`src/rtl/pipe_pkg.sv`:
```
// rtl/pipe_pkg.sv - opcodes, control word and decode table for pipe_ctrl
package pipe_pkg;

  localparam int OPC_W = 8;
  typedef logic [OPC_W-1:0] opc_t;

  localparam opc_t OP_JUMP  = 8'd1;
  localparam opc_t OP_BEQ   = 8'd2;
  localparam opc_t OP_BGT   = 8'd3;
  localparam opc_t OP_BLE   = 8'd4;
  localparam opc_t OP_LOAD  = 8'd5;
  localparam opc_t OP_STORE = 8'd6;
  localparam opc_t OP_ADD   = 8'd8;

  localparam logic [2:0] ALU_NOP = 3'd0;
  localparam logic [2:0] ALU_ADD = 3'd1;
  localparam logic [2:0] ALU_SUB = 3'd2;

  // branch field is {gt, le, eq}
  localparam logic [2:0] BR_EQ = 3'b001;
  localparam logic [2:0] BR_LE = 3'b010;
  localparam logic [2:0] BR_GT = 3'b100;

  localparam logic [1:0] WB_ALU = 2'b00;
  localparam logic [1:0] WB_MEM = 2'b01;

  localparam logic [1:0] FWD_RF    = 2'b00;
  localparam logic [1:0] FWD_MEMWB = 2'b01;
  localparam logic [1:0] FWD_EXMEM = 2'b10;

  typedef struct packed {
    logic [2:0] alu_op;
    logic       se_op;
    logic [2:0] branch;
    logic       jump;
    logic       mem_read;
    logic       mem_write;
    logic       reg_write;
    logic [1:0] mem_to_reg;
  } ctrl_t;

  function automatic ctrl_t decode(input opc_t op);
    ctrl_t c;
    c = '0;
    case (op)
      OP_JUMP:  c.jump = 1'b1;
      OP_BEQ:   begin c.alu_op = ALU_SUB; c.se_op = 1'b1; c.branch = BR_EQ; end
      OP_BGT:   begin c.alu_op = ALU_SUB; c.se_op = 1'b1; c.branch = BR_GT; end
      OP_BLE:   begin c.alu_op = ALU_SUB; c.se_op = 1'b1; c.branch = BR_LE; end
      OP_LOAD:  begin
        c.alu_op = ALU_ADD; c.se_op = 1'b1; c.mem_read = 1'b1;
        c.reg_write = 1'b1; c.mem_to_reg = WB_MEM;
      end
      OP_STORE: begin c.alu_op = ALU_ADD; c.se_op = 1'b1; c.mem_write = 1'b1; end
      OP_ADD:   begin c.alu_op = ALU_ADD; c.reg_write = 1'b1; c.mem_to_reg = WB_ALU; end
      default:  ;
    endcase
    return c;
  endfunction

endpackage

```
`src/rtl/pipe_ctrl_if.sv`:
```
// rtl/pipe_ctrl_if.sv - ID-stage inputs and stage control outputs of pipe_ctrl
interface pipe_ctrl_if #(
  parameter int OPW = 4,
  parameter int RAW = 3
);
  logic           id_valid;
  logic [OPW-1:0] id_opcode;
  logic [RAW-1:0] id_rs;
  logic [RAW-1:0] id_rt;
  logic [RAW-1:0] id_rd;
  logic           ex_branch_taken;
  logic [2:0]     ex_alu_op;
  logic           ex_se_op;
  logic [2:0]     ex_branch;
  logic           mem_read;
  logic           mem_write;
  logic           wb_reg_write;
  logic [1:0]     wb_mem_to_reg;
  logic [RAW-1:0] wb_rd;
  logic           stall;
  logic           flush;
  logic [1:0]     fwd_a;
  logic [1:0]     fwd_b;

  modport master (
    output id_valid, id_opcode, id_rs, id_rt, id_rd, ex_branch_taken,
    input  ex_alu_op, ex_se_op, ex_branch, mem_read, mem_write,
           wb_reg_write, wb_mem_to_reg, wb_rd, stall, flush, fwd_a, fwd_b
  );

  modport slave (
    input  id_valid, id_opcode, id_rs, id_rt, id_rd, ex_branch_taken,
    output ex_alu_op, ex_se_op, ex_branch, mem_read, mem_write,
           wb_reg_write, wb_mem_to_reg, wb_rd, stall, flush, fwd_a, fwd_b
  );
endinterface

```
`src/rtl/pipe_ctrl_fwd_unit.sv`:
```
// rtl/pipe_ctrl_fwd_unit.sv - operand forwarding select for one EX source register
module fwd_unit
  import pipe_pkg::*;
#(
  parameter int RAW = 3
) (
  input  logic [RAW-1:0] src,
  input  logic           exmem_we,
  input  logic [RAW-1:0] exmem_rd,
  input  logic           memwb_we,
  input  logic [RAW-1:0] memwb_rd,
  output logic [1:0]     sel
);
  // the younger EX/MEM result wins; register 0 is never forwarded
  always_comb begin
    sel = FWD_RF;
    if (exmem_we && (exmem_rd != '0) && (exmem_rd == src)) begin
      sel = FWD_EXMEM;
    end else if (memwb_we && (memwb_rd != '0) && (memwb_rd == src)) begin
      sel = FWD_MEMWB;
    end
  end
endmodule

```
`src/rtl/pipe_ctrl.sv`:
```
// rtl/pipe_ctrl.sv - decode, ID/EX/MEM/WB control registers, load-use stall, flush, forwarding
module pipe_ctrl
  import pipe_pkg::*;
#(
  parameter int OPW = 4,
  parameter int RAW = 3
) (
  input logic       clk,
  input logic       rst_n,
  pipe_ctrl_if.slave bus
);
  typedef struct packed {
    ctrl_t          c;
    logic [RAW-1:0] rs;
    logic [RAW-1:0] rt;
    logic [RAW-1:0] rd;
  } stage_t;

  logic [OPW-1:0] id_op;
  ctrl_t          id_ctrl;
  logic           hazard;
  logic           flush_c;
  logic           stall_c;
  stage_t         idex_d, idex_q;
  stage_t         exmem_d, exmem_q;
  stage_t         memwb_d, memwb_q;

  assign id_op = bus.id_opcode;

  always_comb begin
    id_ctrl = decode(opc_t'(id_op));
    hazard  = bus.id_valid && idex_q.c.mem_read && (idex_q.rd != '0) &&
              ((idex_q.rd == bus.id_rs) || (idex_q.rd == bus.id_rt));
    // flush reads 0 while held in reset even if the inputs request one
    flush_c = rst_n && ((bus.id_valid && id_ctrl.jump) || bus.ex_branch_taken);
    stall_c = hazard && !flush_c;

    idex_d.c  = id_ctrl;
    idex_d.rs = bus.id_rs;
    idex_d.rt = bus.id_rt;
    idex_d.rd = bus.id_rd;
    if (!bus.id_valid || stall_c || bus.ex_branch_taken) begin
      idex_d = '0;
    end
    exmem_d = idex_q;
    memwb_d = exmem_q;
  end

  always_ff @(posedge clk or negedge rst_n) begin
    if (!rst_n) begin
      idex_q  <= '0;
      exmem_q <= '0;
      memwb_q <= '0;
    end else begin
      idex_q  <= idex_d;
      exmem_q <= exmem_d;
      memwb_q <= memwb_d;
    end
  end

  assign bus.ex_alu_op     = idex_q.c.alu_op;
  assign bus.ex_se_op      = idex_q.c.se_op;
  assign bus.ex_branch     = idex_q.c.branch;
  assign bus.mem_read      = exmem_q.c.mem_read;
  assign bus.mem_write     = exmem_q.c.mem_write;
  assign bus.wb_reg_write  = memwb_q.c.reg_write;
  assign bus.wb_mem_to_reg = memwb_q.c.mem_to_reg;
  assign bus.wb_rd         = memwb_q.rd;
  assign bus.stall         = stall_c;
  assign bus.flush         = flush_c;

  fwd_unit #(.RAW(RAW)) u_fwd_a (
    .src      (idex_q.rs),
    .exmem_we (exmem_q.c.reg_write),
    .exmem_rd (exmem_q.rd),
    .memwb_we (memwb_q.c.reg_write),
    .memwb_rd (memwb_q.rd),
    .sel      (bus.fwd_a)
  );

  fwd_unit #(.RAW(RAW)) u_fwd_b (
    .src      (idex_q.rt),
    .exmem_we (exmem_q.c.reg_write),
    .exmem_rd (exmem_q.rd),
    .memwb_we (memwb_q.c.reg_write),
    .memwb_rd (memwb_q.rd),
    .sel      (bus.fwd_b)
  );

  // later stages carry the whole word; only some fields are consumed there
  logic unused_stage_bits;
  assign unused_stage_bits = ^{idex_q.c.jump, exmem_q, memwb_q};
endmodule

```
`src/flat_wrapper.sv`:
```
// flat-port wrapper written by rule: the top's interface ports become plain ports
module pipe_ctrl_flat import pipe_pkg::*;
#(
  parameter int OPW = 4,
  parameter int RAW = 3
)
  (clk, rst_n, bus_id_valid, bus_id_opcode, bus_id_rs, bus_id_rt, bus_id_rd, bus_ex_branch_taken, bus_ex_alu_op, bus_ex_se_op, bus_ex_branch, bus_mem_read, bus_mem_write, bus_wb_reg_write, bus_wb_mem_to_reg, bus_wb_rd, bus_stall, bus_flush, bus_fwd_a, bus_fwd_b);
  pipe_ctrl_if #(.OPW(OPW), .RAW(RAW)) bus_i ();
  input logic clk;
  input logic rst_n;
  input wire logic [$bits(bus_i.id_valid)-1:0] bus_id_valid;
  input wire logic [$bits(bus_i.id_opcode)-1:0] bus_id_opcode;
  input wire logic [$bits(bus_i.id_rs)-1:0] bus_id_rs;
  input wire logic [$bits(bus_i.id_rt)-1:0] bus_id_rt;
  input wire logic [$bits(bus_i.id_rd)-1:0] bus_id_rd;
  input wire logic [$bits(bus_i.ex_branch_taken)-1:0] bus_ex_branch_taken;
  output wire logic [$bits(bus_i.ex_alu_op)-1:0] bus_ex_alu_op;
  output wire logic [$bits(bus_i.ex_se_op)-1:0] bus_ex_se_op;
  output wire logic [$bits(bus_i.ex_branch)-1:0] bus_ex_branch;
  output wire logic [$bits(bus_i.mem_read)-1:0] bus_mem_read;
  output wire logic [$bits(bus_i.mem_write)-1:0] bus_mem_write;
  output wire logic [$bits(bus_i.wb_reg_write)-1:0] bus_wb_reg_write;
  output wire logic [$bits(bus_i.wb_mem_to_reg)-1:0] bus_wb_mem_to_reg;
  output wire logic [$bits(bus_i.wb_rd)-1:0] bus_wb_rd;
  output wire logic [$bits(bus_i.stall)-1:0] bus_stall;
  output wire logic [$bits(bus_i.flush)-1:0] bus_flush;
  output wire logic [$bits(bus_i.fwd_a)-1:0] bus_fwd_a;
  output wire logic [$bits(bus_i.fwd_b)-1:0] bus_fwd_b;
  assign bus_i.id_valid = bus_id_valid;
  assign bus_i.id_opcode = bus_id_opcode;
  assign bus_i.id_rs = bus_id_rs;
  assign bus_i.id_rt = bus_id_rt;
  assign bus_i.id_rd = bus_id_rd;
  assign bus_i.ex_branch_taken = bus_ex_branch_taken;
  assign bus_ex_alu_op = bus_i.ex_alu_op;
  assign bus_ex_se_op = bus_i.ex_se_op;
  assign bus_ex_branch = bus_i.ex_branch;
  assign bus_mem_read = bus_i.mem_read;
  assign bus_mem_write = bus_i.mem_write;
  assign bus_wb_reg_write = bus_i.wb_reg_write;
  assign bus_wb_mem_to_reg = bus_i.wb_mem_to_reg;
  assign bus_wb_rd = bus_i.wb_rd;
  assign bus_stall = bus_i.stall;
  assign bus_flush = bus_i.flush;
  assign bus_fwd_a = bus_i.fwd_a;
  assign bus_fwd_b = bus_i.fwd_b;
  pipe_ctrl #(.OPW(OPW), .RAW(RAW)) u_core (.clk(clk), .rst_n(rst_n), .bus(bus_i));
endmodule
```
`config.mk`:
```
export PLATFORM = sky130hd
export DESIGN_NAME = pipe_ctrl_flat
export DESIGN_NICKNAME = d
export VERILOG_FILES = /design/src/rtl/pipe_pkg.sv /design/src/rtl/pipe_ctrl_if.sv /design/src/rtl/pipe_ctrl_fwd_unit.sv /design/src/rtl/pipe_ctrl.sv /design/src/flat_wrapper.sv
export SDC_FILE = /design/constraint.sdc
export NUM_CORES = 1
export LEC_CHECK = 0
export ABC_AREA = 1
export CORE_MARGIN = 5
export CORE_UTILIZATION = 54
export CTS_BUF_LIST = sky130_fd_sc_hd__clkbuf_4
export DETAILED_ROUTE_END_ITERATION = 6
export GPL_ROUTABILITY_DRIVEN = 0
export GPL_TIMING_DRIVEN = 0
export PLACE_DENSITY = 0.87
export SLEW_MARGIN = 20
export SYNTH_ARGS = -nofsm -noshare
export SYNTH_HDL_FRONTEND = slang
export SYNTH_SLANG_ARGS = --single-unit
export TNS_END_PERCENT = 50
```
`constraint.sdc`:
```
create_clock -name clk -period 3.1 [get_ports clk]
set_clock_uncertainty 0.2 [all_clocks]
set_input_delay 0.62 -clock clk [delete_from_list [all_inputs] [get_ports clk]]
set_output_delay 0.62 -clock clk [all_outputs]
set_load 0.05 [all_outputs]
```
==> metrics.yaml <==
drt:
  antenna_left: 0
  viasPerCell: 4.72
  drc_errors: 0
  routed_wl_mm: 2.86
  num_vias: 1052
  drt_iter0_drc: 37
  routedWlPerCell_um: 12.8
  drt-pass1-iter-count: 6
setup_path:
  critPathRequiredTime_ns: 2.28
  cp.arrival_ns: 2.15
  path_class: "in -> out"
  start_kind: "primary input"
  cp_max_fo: 5
  worst_setup_path_end_kind: "primary output"
  rr_startpoint: "u_core.exmem_d[2]"
  worstSetupStartpoint: "bus_id_opcode[1]"
timing:
  worstMarginPinSlew_ns: 0.694
  max_freq_mhz: 337
  hold_violations: 0
  setup_viol: 0
  report.final.slew_viol_count: 0
  rsz0062_at_grt: "no"
  slew_headroom_pct: 53.7
  period_minus_slack_ns: 2.97
  finalWorstSetupSlack_ns: 0.129
  tns_ns: 0
  finalCritPeriodShare_pct: 95.8
  whs_ns: 0.121
clock_tree:
  cts_sinks: 31
  clk_path_buf_depth: 2
  post-cts-setup-buffer-count: 0
  ctsHtreeMaxLevel: 2
  insertion_delay_ns: 0.33
  cts-root-buf: "clkbuf_4"
  cts-buffers-inserted: 5
  postCtsHoldBufs: 0
  cts_tree: "yes"
  cts.clk_slew.worst_paths_ns: 0.10
final_layout:
  multi_input_comb_area_um2: 534
  fin_nets: 209
  n_fill_cell: 190
  drive_gt1_share_pct: 18.1
  antenna_cells: 0
  area_growth_pct: 30.1
  final_util_pct: 75.4
  largest_register_ff_count: 13
  seqCellArea_um2: 776
global_route:
  grtUsageMet3_pct: 4.13
  grt_max_degree: 33
  overflow: 0
  antenna_found_initial: 0
  grtUsageMet2_pct: 31.5
  grt_pass1_vias: 1129
  grt_first_pass_wirelength_mm: 4.95
  use_met1_pct: 20.5
  gr-usage-all-layers_pct: 18.4
  busiest_layer: "met2"
run:
  maxCapViolCount: 0
floorplan:
  rows: 18
  die_y_um: 62.0
  initial_utilization_pct: 57.9
  coreArea_mm2: 0.00252
  die_w_um: 62.0
  ioPinCount: 38
  die_area_mm2: 0.00385
outcome:
  outcome: "complete, no violations"
power_and_ir_drop:
  power-per-cell-area_mw_per_mm2: 407
  comb_power_share_pct: 16.1
  total_power_mw: 0.775
  power_frac_clock_pct: 29.1
  seqPwrFrac_pct: 54.8
  swShare_pct: 29.1
  leakage_nw: 0.977
  power.switching_mw: 0.225
  ir_drop_mv: 0.354
  p_int_mw: 0.550
logic_synthesis:
  synthDistinctLibCells: 22
  ys_ff_latch: 31
  synth.avg_cell_area_um2: 9.81
  synth_area_mm2: 0.00146
  yosysSeqAreaShare_pct: 53.1
  synthCells: 149
  ys_warn_count: 0
placed_design:
  hpwl_mm: 2.25
  port_buffers: 35
  place_ws_ns: -0.169
min_path:
  hold_class: "in -> async"
==> cells by family after synthesis <==
logic type      count (synthesis)  share of synthesized area, %
other cells                     1                         0.257
simple gates                   69                          26.3
xor+xnor                       13                          7.79
compound gates                  5                          1.97
flops                          31                          53.1
buf+inv                        30                          10.6
==> area by class of cell <==
cell class              count  area share (%)
flip-flops and latches     31            40.8
inverters                  22            4.34
well taps                  30            1.97
plain buffers               8            3.82
multi-input cells          89            28.1
clock inverters             3           0.789
clock buffers               5            1.97
repair buffers             35            18.2
==> synth_stat cells <==
master	instances	share of area, %
nor2_1	20	5.1
nor3_1	1	0.34
nand3_1	9	3.1
nand2_1	21	5.4
nand2_2	2	0.86
inv_1	21	5.4
buf_12	1	1.4
nor2_4	11	8.5
nand2_4	1	0.77
dfrtp_1	31	53
and3_1	1	0.43
xnor2_1	9	5.4
o21ai_0	2	0.68
nand3_2	2	1.4
inv_2	1	0.26
a21oi_1	1	0.34
conb_1	1	0.26
xor2_1	4	2.4
nor2_2	1	0.43
a31oi_1	1	0.43
buf_4	7	3.6
o31ai_1	1	0.51
==> worst paths after layout <==
path                       cells after the start  slack, ns                  end
min in group clk                               0       0.15   u_core.exmem_q[11]
min                                            1       0.12   u_core.exmem_q[11]
max reg2reg                                    9       1.49    u_core.exmem_d[8]
max in group asynchronous                      1       2.13  u_core.bus.wb_rd[0]
max                                            8       0.13            bus_stall
min reg2reg                                    0       0.15   u_core.exmem_q[11]
==> power groups by stage <==
| stage | combinational [mW] | sequential (mW) | clock, mW |
|---|---|---|---|
| after global routing | 0.137 | 0.426 | 0.249 |
| after CTS | 0.126 | 0.425 | 0.234 |
| after floorplan | 0.0672 | 0.440 | 0 |
| after detailed placement | 0.126 | 0.433 | 0 |
| final | 0.125 | 0.425 | 0.225 |
| after global placement | 0.122 | 0.432 | 0 |
==> through the flow <==
step	std cells	area, um^2
global route	223	1900
floorplan	150	1470
detailed placement	215	1850
finish	223	1900
global placement	215	1850
CTS	223	1900
==> layer usage <==
layer | vias to the layer above | part of all wire (%)
li1 | 529 | -
met1 | 486 | 39
met2 | 30 | 54
met3 | 7 | 4.5
met4 | 0 | 2.7
met5 | - | 0
==> placed cells by master (no fill, tap or decap), types with 2 or more instances in the layout <==
cell              n
buf_4             7
clkbuf_4          5
clkdlybuf4s50_1  31
clkinv_2          3
conb_1            2
dfrtp_1          31
inv_1            21
nand2_1          21
nand2_2           2
nand3_1           9
nand3_2           2
nor2_1           20
nor2_4           11
o21ai_0           2
xnor2_1           9
xor2_1            4
==> critical path, cell delays in order <==
cell,delay (ns)
clkdlybuf4s50_1,0.60
nor2_4,0.08
nand3_2,0.07
nand2_2,0.05
nand2_2,0.06
nand3_2,0.11
inv_1,0.07
clkdlybuf4s15_1,0.49
==> what timing repair did <==
item / in CTS / in global routing
gates cloned: 0 / 0
resized for setup: 2 / 2
setup endpoints to repair: 2 / 2
(Power assumes the default switching activity.)
